==> src/rtl/can_rx_pkg.sv <==
// Shared constants and types for the CAN receive frame buffer.
package can_rx_pkg;

  localparam int CAN_RX_FIFO_BYTES   = 64;
  localparam int CAN_RX_INFO_ENTRIES = 64;
  localparam int CAN_MAX_FRAME_BYTES = 13;

  typedef logic [6:0] ptr_t;
  typedef logic [3:0] flen_t;

endpackage

==> src/rtl/can_rx_len_fifo.sv <==
// Length FIFO: one entry per committed frame, head is the oldest length.
module can_rx_len_fifo
  import can_rx_pkg::*;
#(
  parameter int AW = 6,
  parameter int LW = 4
) (
  input  logic          clk,
  input  logic          rst_n,
  input  logic          flush,
  input  logic          push,
  input  logic [LW-1:0] push_len,
  input  logic          pop,
  output logic          full,
  output logic          empty,
  output logic [LW-1:0] head
);

  logic [LW-1:0] mem [2**AW];
  logic [AW:0]   wp_q, wp_d;
  logic [AW:0]   rp_q, rp_d;
  logic          do_push, do_pop;

  assign empty = (wp_q == rp_q);
  assign full  = (wp_q[AW] != rp_q[AW]) &&
                 (wp_q[AW-1:0] == rp_q[AW-1:0]);
  assign head  = mem[rp_q[AW-1:0]];

  assign do_pop  = pop && !empty;
  assign do_push = push && (!full || do_pop);

  always_comb begin
    wp_d = wp_q;
    rp_d = rp_q;
    if (do_push) wp_d = wp_q + 1'b1;
    if (do_pop)  rp_d = rp_q + 1'b1;
    if (flush) begin
      wp_d = '0;
      rp_d = '0;
    end
  end

  always_ff @(posedge clk or negedge rst_n) begin
    if (!rst_n) begin
      wp_q <= '0;
      rp_q <= '0;
    end else begin
      wp_q <= wp_d;
      rp_q <= rp_d;
    end
  end

  always_ff @(posedge clk) begin
    if (do_push && !flush) mem[wp_q[AW-1:0]] <= push_len;
  end

endmodule

==> src/rtl/can_rx_frame_fifo.sv <==
// CAN receive frame buffer: speculative byte writes, commit/abort, head window.
// CAN_RX_FIFO_REG_RDATA_EN registers rd_data (one cycle latency).
module can_rx_frame_fifo
  import can_rx_pkg::*;
#(
  parameter int DATA_AW         = $clog2(CAN_RX_FIFO_BYTES),
  parameter int INFO_AW         = $clog2(CAN_RX_INFO_ENTRIES),
  parameter int MAX_FRAME_BYTES = CAN_MAX_FRAME_BYTES
) (
  input  logic           clk,
  input  logic           rst_n,
  input  logic           reset_mode,
  input  logic           wr,
  input  logic [7:0]     wr_data,
  input  logic           frame_commit,
  input  logic           frame_abort,
  input  logic           release_buffer,
  input  logic [3:0]     rd_offset,
  output logic [7:0]     rd_data,
  output logic [INFO_AW:0] frame_count,
  output logic           buffer_status,
  output logic           data_overrun,
  input  logic           clear_overrun
);

  localparam int LW = $clog2(MAX_FRAME_BYTES + 1);

  logic [7:0]      ram [2**DATA_AW];
  logic [DATA_AW:0] rd_q, rd_d;
  logic [DATA_AW:0] cm_q, cm_d;
  logic [DATA_AW:0] sp_q, sp_d;
  logic [DATA_AW:0] used, sp_eff;
  logic [LW-1:0]   len_q, len_d, len_eff, head;
  logic [INFO_AW:0] cnt_q, cnt_d;
  logic            ovp_q, ovp_d;
  logic            dov_q, dov_d;
  logic            data_full, len_full, len_empty;
  logic            wr_acc, ovr_eff, do_push, do_pop, ovr_set, close;
  logic [DATA_AW-1:0] ra;
  logic [7:0]      ram_rd;

  assign used      = sp_q - rd_q;
  assign data_full = used[DATA_AW];

  always_comb begin
    wr_acc  = wr && !data_full && !len_full && !ovp_q;
    ovr_eff = ovp_q || (wr && (data_full || len_full));
    sp_eff  = sp_q + (DATA_AW+1)'(wr_acc);
    len_eff = len_q + LW'(wr_acc);
    close   = frame_commit || frame_abort;
    do_pop  = release_buffer && (cnt_q != '0);
    do_push = frame_commit && !frame_abort &&
              (len_eff != '0) && !ovr_eff;
    ovr_set = frame_commit && !frame_abort &&
              (len_eff != '0) && ovr_eff;
  end

  always_comb begin
    rd_d  = rd_q;
    cm_d  = cm_q;
    sp_d  = sp_eff;
    len_d = len_eff;
    ovp_d = ovr_eff;
    cnt_d = cnt_q;
    dov_d = dov_q;
    // A closing frame restarts at the commit pointer unless it was accepted
    if (close) begin
      len_d = '0;
      ovp_d = 1'b0;
      if (frame_abort || ovr_set) sp_d = cm_q;
      if (do_push) cm_d = sp_eff;
    end
    if (do_pop) rd_d = rd_q + (DATA_AW+1)'(head);
    if (do_push && !do_pop)     cnt_d = cnt_q + 1'b1;
    else if (!do_push && do_pop) cnt_d = cnt_q - 1'b1;
    if (ovr_set)            dov_d = 1'b1;
    else if (clear_overrun) dov_d = 1'b0;
    if (reset_mode) begin
      rd_d  = '0;
      cm_d  = '0;
      sp_d  = '0;
      len_d = '0;
      ovp_d = 1'b0;
      cnt_d = '0;
      dov_d = 1'b0;
    end
  end

  always_ff @(posedge clk or negedge rst_n) begin
    if (!rst_n) begin
      rd_q  <= '0;
      cm_q  <= '0;
      sp_q  <= '0;
      len_q <= '0;
      ovp_q <= 1'b0;
      cnt_q <= '0;
      dov_q <= 1'b0;
    end else begin
      rd_q  <= rd_d;
      cm_q  <= cm_d;
      sp_q  <= sp_d;
      len_q <= len_d;
      ovp_q <= ovp_d;
      cnt_q <= cnt_d;
      dov_q <= dov_d;
    end
  end

  always_ff @(posedge clk) begin
    if (wr_acc && !reset_mode) ram[sp_q[DATA_AW-1:0]] <= wr_data;
  end

  can_rx_len_fifo #(
    .AW (INFO_AW),
    .LW (LW)
  ) u_len_fifo (
    .clk      (clk),
    .rst_n    (rst_n),
    .flush    (reset_mode),
    .push     (do_push),
    .push_len (len_eff),
    .pop      (do_pop),
    .full     (len_full),
    .empty    (len_empty),
    .head     (head)
  );

  assign ra     = rd_q[DATA_AW-1:0] + DATA_AW'(rd_offset);
  assign ram_rd = ram[ra];

`ifdef CAN_RX_FIFO_REG_RDATA_EN
  logic [7:0] rdat_q;
  always_ff @(posedge clk or negedge rst_n) begin
    if (!rst_n)          rdat_q <= '0;
    else if (reset_mode) rdat_q <= '0;
    else                 rdat_q <= ram_rd;
  end
  assign rd_data = rdat_q;
`else
  // Empty buffer reads zero so a flushed controller shows a clean window
  assign rd_data = (reset_mode || cnt_q == '0) ? 8'h00 : ram_rd;
`endif

  assign frame_count   = cnt_q;
  assign buffer_status = (cnt_q != '0);
  assign data_overrun  = dov_q;

  logic unused_ok;
  assign unused_ok = len_empty;

endmodule

==> config.mk <==
export PLATFORM = sky130hd
export DESIGN_NAME = can_rx_frame_fifo
export DESIGN_NICKNAME = d
export VERILOG_FILES = /design/src/rtl/can_rx_pkg.sv /design/src/rtl/can_rx_len_fifo.sv /design/src/rtl/can_rx_frame_fifo.sv
export SDC_FILE = /design/constraint.sdc
export NUM_CORES = 1
export LEC_CHECK = 0
export ABC_AREA = 1
export ABC_CLOCK_PERIOD_IN_PS = 6950
export CORE_ASPECT_RATIO = 1.4
export CORE_UTILIZATION = 55
export CTS_CLUSTER_DIAMETER = 200
export DETAILED_ROUTE_END_ITERATION = 8
export GPL_ROUTABILITY_DRIVEN = 0
export GPL_TIMING_DRIVEN = 0
export PLACE_DENSITY_LB_ADDON = 0.05
export SETUP_SLACK_MARGIN = 0.05
export SLEW_MARGIN = 20
export SYNTH_ARGS = -nofsm -noshare
export SYNTH_HDL_FRONTEND = slang
export SYNTH_SLANG_ARGS = --single-unit
==> constraint.sdc <==
create_clock -name clk -period 6.95 [get_ports clk]
set_input_delay 1.39 -clock clk [delete_from_list [all_inputs] [get_ports clk]]
set_output_delay 1.39 -clock clk [all_outputs]
set_load 0.03 [all_outputs]
# Word-level counts from Yosys, hierarchy flattened
# Memories as Yosys holds them, arrays and structs flattened.
# Cells that the tools add are included.
[op_classes]
add_sub_neg = 9
eq_ne = 3
muxes = 27
n_reduce_logical = 42
[ops]
columns = ["op", "count"]
rows = [
  ["2-to-1 mux 7 bit", 15],
  ["adder 7 x 1 -> 7 bit (second input constant)", 3],
  ["logical AND 1 bit", 16],
  ["nonzero test 2 bit", 5],
  ["logical NOT 1 bit", 9],
  ["2-to-1 mux 1 bit", 9],
  ["2-to-1 mux 4 bit", 2],
  ["2-to-1 mux 8 bit", 1],
  ["adder 7 x 1 -> 7 bit", 1],
  ["adder 7 x 4 -> 7 bit", 1],
  ["== test 7 bit", 1],
  ["logical NOT 7 bit", 1],
  ["nonzero test 7 bit", 1],
  ["subtractor 7 x 1 -> 7 bit (second input constant)", 1],
  ["subtractor 7 bit", 1],
  ["adder 6 x 4 -> 6 bit", 1],
  ["== test 6 bit", 1],
  ["logical OR 1 bit", 6],
  ["nonzero test 3 bit", 2],
  ["adder 4 x 1 -> 4 bit", 1],
  ["nonzero test 4 bit", 1],
  ["AND reduction 2 bit", 1],
  ["inequality test 1 bit", 1],
]
[totals]
ff_bits = 48
mem_bits_rw = 768
in_bits = 20
output_inout_bits = 17
elab_cells = 92
mem_count = 2
[mem_list]
columns = ["memory", "depth", "word_bits", "rd", "rd_ports_with_merged_regs", "wr", "line_no", "text"]
rows = [
  ["ram", 64, 8, 1, 0, 1, "can_rx_frame_fifo.sv:28", "logic [7:0] ram [2**DATA_AW];"],
  ["u_len_fifo.mem", 64, 4, 1, 0, 1, "can_rx_len_fifo.sv:19", "logic [LW-1:0] mem [2**AW];"],
]

# Logic depth before layout (Yosys ltp)
[logic_depth]
ltp_word = 14
ltp_mapped = 29

# Modules after synthesis
# A second synthesis with hierarchy kept.
[unflattened]
cells_unflattened = 3186
area_unflattened_um2 = 35166.2
[by_module_without_submodules]
columns = ["module", "instances", "cells_per_inst", "area_per_inst_um2", "seq_area_each_um2"]
rows = [
  ["can_rx_frame_fifo", 1, 1944, 22992.1, 16225.6],
  ["can_rx_len_fifo", 1, 1242, 12174.2, 8037.7],
]

# Worst setup path after synthesis
# OpenSTA, ideal clock, no wires.
[synth_timing]
kind = "input-to-reg"
from = "input wr"
to = "register cnt_q[6] (netlist: frame_count[6])"
arrival_time_ns = 6.006
required_ns = 6.833
setup_slack_ns = 0.827
path_stages = 21
path_buffers = 0
cell_sequence = "inv_1 -> nor3_1 -> ha_1 -> ha_1 -> xor2_1 -> inv_1 -> nand3_1 -> nor2_1 -> nor2_2 -> nand4_1 -> ha_1 -> inv_1 -> o21ai_0 -> nand2_1 -> a31o_2 -> nand2_1 -> inv_1 -> nand2_1 -> nand2_1 -> nand2_1 -> nand2_1"
[synth_via]
elab_chain_cells = 10
word_cells_on_any_way = 16
classes_between = "add/sub: 1; mux: 2; reduce/logical: 13"
[synth_lines]
columns = ["item", "line_no", "text"]
rows = [
  ["start, declared", "can_rx_frame_fifo.sv:13", "input logic wr,"],
  ["logical AND 1 bit * (3 in series)", "can_rx_frame_fifo.sv:46", "wr_acc = wr && !data_full && !len_full && !ovp_q;"],
  ["adder 4 x 1 -> 4 bit *", "can_rx_frame_fifo.sv:49", "len_eff = len_q + LW'(wr_acc);"],
  ["via len_eff[2]", "can_rx_frame_fifo.sv:33", "logic [LW-1:0] len_q, len_d, len_eff, head;"],
  ["nonzero test 4 bit *", "can_rx_frame_fifo.sv:53", "(len_eff != '0) && !ovr_eff;"],
  ["logical AND 1 bit *", "can_rx_frame_fifo.sv:52", "do_push = frame_commit && !frame_abort &&"],
  ["logical AND 1 bit *", "can_rx_frame_fifo.sv:53", ""],
  ["logical AND 1 bit or logical NOT 1 bit (tied branches)", "can_rx_frame_fifo.sv:74, can_rx_frame_fifo.sv:75", ""],
  ["2-to-1 mux 7 bit or logical AND 1 bit (tied branches)", "can_rx_frame_fifo.sv:74, can_rx_frame_fifo.sv:75", ""],
  ["2-to-1 mux 7 bit or nonzero test 3 bit (tied branches)", "--", ""],
  ["end signal, assigned", "can_rx_frame_fifo.sv:104", "cnt_q <= cnt_d;"],
  ["end, declared", "can_rx_frame_fifo.sv:34", "logic [INFO_AW:0] cnt_q, cnt_d;"],
]
# The timed path passes the listed nets; every way through them passes the cells marked *.
# A chain may end at the register's enable or synchronous reset.

# Final worst setup path
[layout_timing]
from = "input rd_offset[0]"
to = "output rd_data[1]"
[layout_via]
elab_chain_cells = 3
[layout_lines]
columns = ["item", "line_no", "text"]
rows = [
  ["start, declared", "can_rx_frame_fifo.sv:18", "input logic [3:0] rd_offset,"],
  ["adder 6 x 4 -> 6 bit", "can_rx_frame_fifo.sv:128", "assign ra = rd_q[DATA_AW-1:0] + DATA_AW'(rd_offset);"],
  ["memory read (64 x 8 bit)", "--", ""],
  ["2-to-1 mux 8 bit", "can_rx_frame_fifo.sv:141", "assign rd_data = (reset_mode || cnt_q == '0) ? 8'h00 : ram_rd;"],
  ["end, declared", "can_rx_frame_fifo.sv:19", "output logic [7:0] rd_data,"],
]
# Every way passes these cells.

==> impl_metrics.py <==
metrics = {
    "run_status": {
        "status": "complete, no violations",
    },
    "clock_tree": {
        "clk_latency_ns": 0.66,
        "htreeDepth": 3,
        "cts_made_buffers": 77,
        "cts_tree": "yes",
        "root_buffer": "clkbuf_16",
        "clock-sinks": 816,
        "cts_buffer_depth": 3,
        "clk_pin_slew_worst_paths_ns": 0.06,
        "hold_buffers": 0,
    },
    "floorplan": {
        "die_h_um": 298,
        "core_um2": 61900,
        "row_count": 108,
        "start_util": 0.555,
        "die_area_um2": 63400,
        "dieWidth_um": 213,
        "io_pins": 37,
    },
    "global_routing": {
        "grt_pass1_wl_mm": 153,
        "antenna_found_initial": 0,
        "grt.total_usage": 0.337,
        "gr-total-overflow": 0,
        "grt_pass1_vias": 24100,
        "grt_max_degree": 66,
    },
    "sta": {
        "drv_slew": 0,
        "fin_skew_ns": 0.0214,
        "setup_tns_ns": 0,
        "tightest_slew_ns": 1.18,
        "period_minus_slack_ns": 6.71,
        "finalCritPeriodShare": 0.966,
        "setup_viol": 0,
        "hold_viol": 0,
        "maxSlewHeadroom": 0.208,
        "hold_slack_ns": 0.488,
        "max_freq_mhz": 149,
        "rsz0062_at_grt": "no",
    },
    "power_and_ir_drop": {
        "p_switching_mw": 6.76,
        "power.density_nw_per_um2": 425,
        "clock_power_share": 0.261,
        "p_int_mw": 9.64,
        "switching_share": 0.412,
        "pwr-share-seq": 0.338,
        "p_comb_frac": 0.401,
        "peakVddDrop_v": 0.000261,
        "cellLeakagePower_nw": 13.5,
        "totalPowerFinal_mw": 16.4,
    },
    "synth": {
        "yosysTopAreaCell": "edfxtp_1",
        "async_reset_ff_frac": 0.0588,
        "syn_area_um2": 34300,
        "synthCells": 2906,
        "synth_ff_type": "edfxtp_1",
        "yosysSeqAreaShare": 0.707,
        "syn-num-nets": 2954,
        "synthTopCellsByArea": "edfxtp_1, nand2_1, nand3_1",
        "synth_top_area_frac": 0.672,
        "ys_ff_latch": 816,
        "synth_edf_count": 768,
        "synth_warnings": 0,
        "synth_area_per_cell_um2": 11.8,
        "ys_types": 43,
    },
    "drt": {
        "antenna_left": 0,
        "drt-total-wl_mm": 105,
        "first_pass_iters": 6,
        "drcViolationCount": 0,
        "via_count": 24300,
        "vias_per_cell": 6.19,
        "wl_per_cell_um": 26.9,
        "first_iter_violations": 2876,
    },
    "hold_path": {
        "hold_class": "reg -> reg",
        "holdPathStages": 2,
    },
    "flow_run": {
        "cap_violations": 0,
    },
    "layout": {
        "layout.nets": 3085,
        "antennaDiodeCount": 0,
        "layout_commonest_cell": "edfxtp_1",
        "layout-drive-gt1-share": 0.0795,
        "area_growth_pct": 12.4,
        "design_area_um2": 38600,
        "layout_common_cells": "edfxtp_1, nand2_1, nor2_1, nand3_1, o21ai_0",
    },
    "critical_path": {
        "worstSetupPathType": "in -> out",
        "arrival_ns": 5.32,
        "r2r_cells": 27,
        "startpoint_type": "input port",
        "cp-end-kind": "primary output",
        "crit_required_ns": 5.56,
        "worstPathMaxFanout": 10,
    },
    "placement": {
        "portBuffers": 36,
        "postPlaceCellArea_um2": 36000,
        "dpl.hpwl_mm": 73.2,
    },
}
-- cell usage after synthesis, drive strengths merged, types with 18 or more instances --
| cell | number |
|---|---|
| inv | 83 |
| nand3 | 267 |
| nor3 | 18 |
| buf | 67 |
| a21oi | 166 |
| o221ai | 28 |
| a22o | 35 |
| clkbuf | 104 |
| dfrtp | 48 |
| o22ai | 52 |
| nand2 | 608 |
| o21ai | 188 |
| nor2 | 345 |
| ha | 25 |
| edfxtp | 768 |
-- worst paths after layout --
check / start / end / slack [ns]
hold / removal: data_overrun$_DFFE_PN0P_ / data_overrun$_DFFE_PN0P_ / 0.49
min in group asynchronous: rst_n / frame_count[3]$_DFFE_PN0P_ / 0.68
setup reg to reg: rd_q[4]$_DFFE_PN0P_ / frame_count[6]$_DFFE_PN0P_ / 1.72
setup / recovery: rd_offset[0] / rd_data[1] / 0.24
hold reg to reg: data_overrun$_DFFE_PN0P_ / data_overrun$_DFFE_PN0P_ / 0.49
max in group asynchronous: rst_n / len_q[1]$_DFF_PN0_ / 5.74
-- metrics by stage --
| step | util | setup WS (ns) | instances |
|---|---|---|---|
| 2_1_floorplan | - | 0.827 | 2906 |
| 3_3_place_gp | 0.577 | -2.44 | 3767 |
| 3_5_place_dp | 0.581 | -0.00401 | 3779 |
| 4_1_cts | 0.622 | 0.0725 | 3916 |
| 5_1_grt | 0.623 | 0.164 | 3920 |
| 6_report | 0.623 | 0.237 | 3920 |
-- worst max-delay path, cell delays in order --
cell and delay, ns:
clkdlybuf4s50_1 0.49, ha_1 0.28, fa_1 0.48, buf_2 0.28, clkinv_1 0.24, buf_2 0.26
clkbuf_1 0.32, nand3_1 0.21, a21oi_1 0.09, o31ai_1 0.26, nand2_1 0.26, nand2_1 0.13
nand2_1 0.07, nor2_1 0.22, dlymetal6s2s_1 0.33
-- cell type report --
type                            instances  area, um^2
Buffer                                171         739
Clock buffer                           86        1960
Clock inverter                         51         557
Fill cell                            4969       23300
Inverter                               86         323
Multi-Input combinational cell       1833        9080
Sequential cell                       816       24300
Tap cell                              825        1030
Timing Repair Buffer                   52         616
-- timing repair --
item,CTS,global route
resized for setup,4,12
setup endpoints to repair,8,8
pin swaps,0,1
setup buffers,0,4
endpoints found under the hold margin,0,0
-- logic make-up (layout without fill, tap and decap cells) --
| kind of cell | after synthesis | in the layout | share of synthesized area |
|---|---|---|---|
| and+or+nand+nor | 1257 | 1257 | 0.154 |
| DFF | 816 | 816 | 0.707 |
| AOI/OAI and AO/OA | 525 | 525 | 0.0911 |
| buffers and inverters | 257 | 446 | 0.0308 |
| adders and majority gates | 28 | 28 | 0.0109 |
| xor gates and xnor gates | 23 | 23 | 0.00609 |
-- flip-flops by register name (all words and copies together), names as in the netlist --
name             flops
ram                512
cm_q                 7
u_len_fifo.wp_q      7
data_overrun         1
ovp_q                1
len_q                4
frame_count          7
u_len_fifo.mem     256
u_len_fifo.rp_q      7
sp_q                 7
rd_q                 7
-- power groups by stage --
| stage | sequential (mW) | clock [mW] | combinational, mW |
|---|---|---|---|
| after floorplan | 5.65 | 0 | 3.67 |
| after global placement | 5.65 | 0 | 6.16 |
| after detailed placement | 5.64 | 0 | 6.26 |
| after CTS | 5.54 | 4.31 | 6.30 |
| after global routing | 5.54 | 4.50 | 6.91 |
| final | 5.54 | 4.29 | 6.58 |
-- layer usage --
layer | wire [um] | track usage
met1 | 36300 | 0.382
met2 | 52500 | 0.567
met3 | 7740 | 0.0607
met4 | 8820 | 0.248
met5 | 0 | 0
Note: power is estimated with default switching activity, not from simulation.
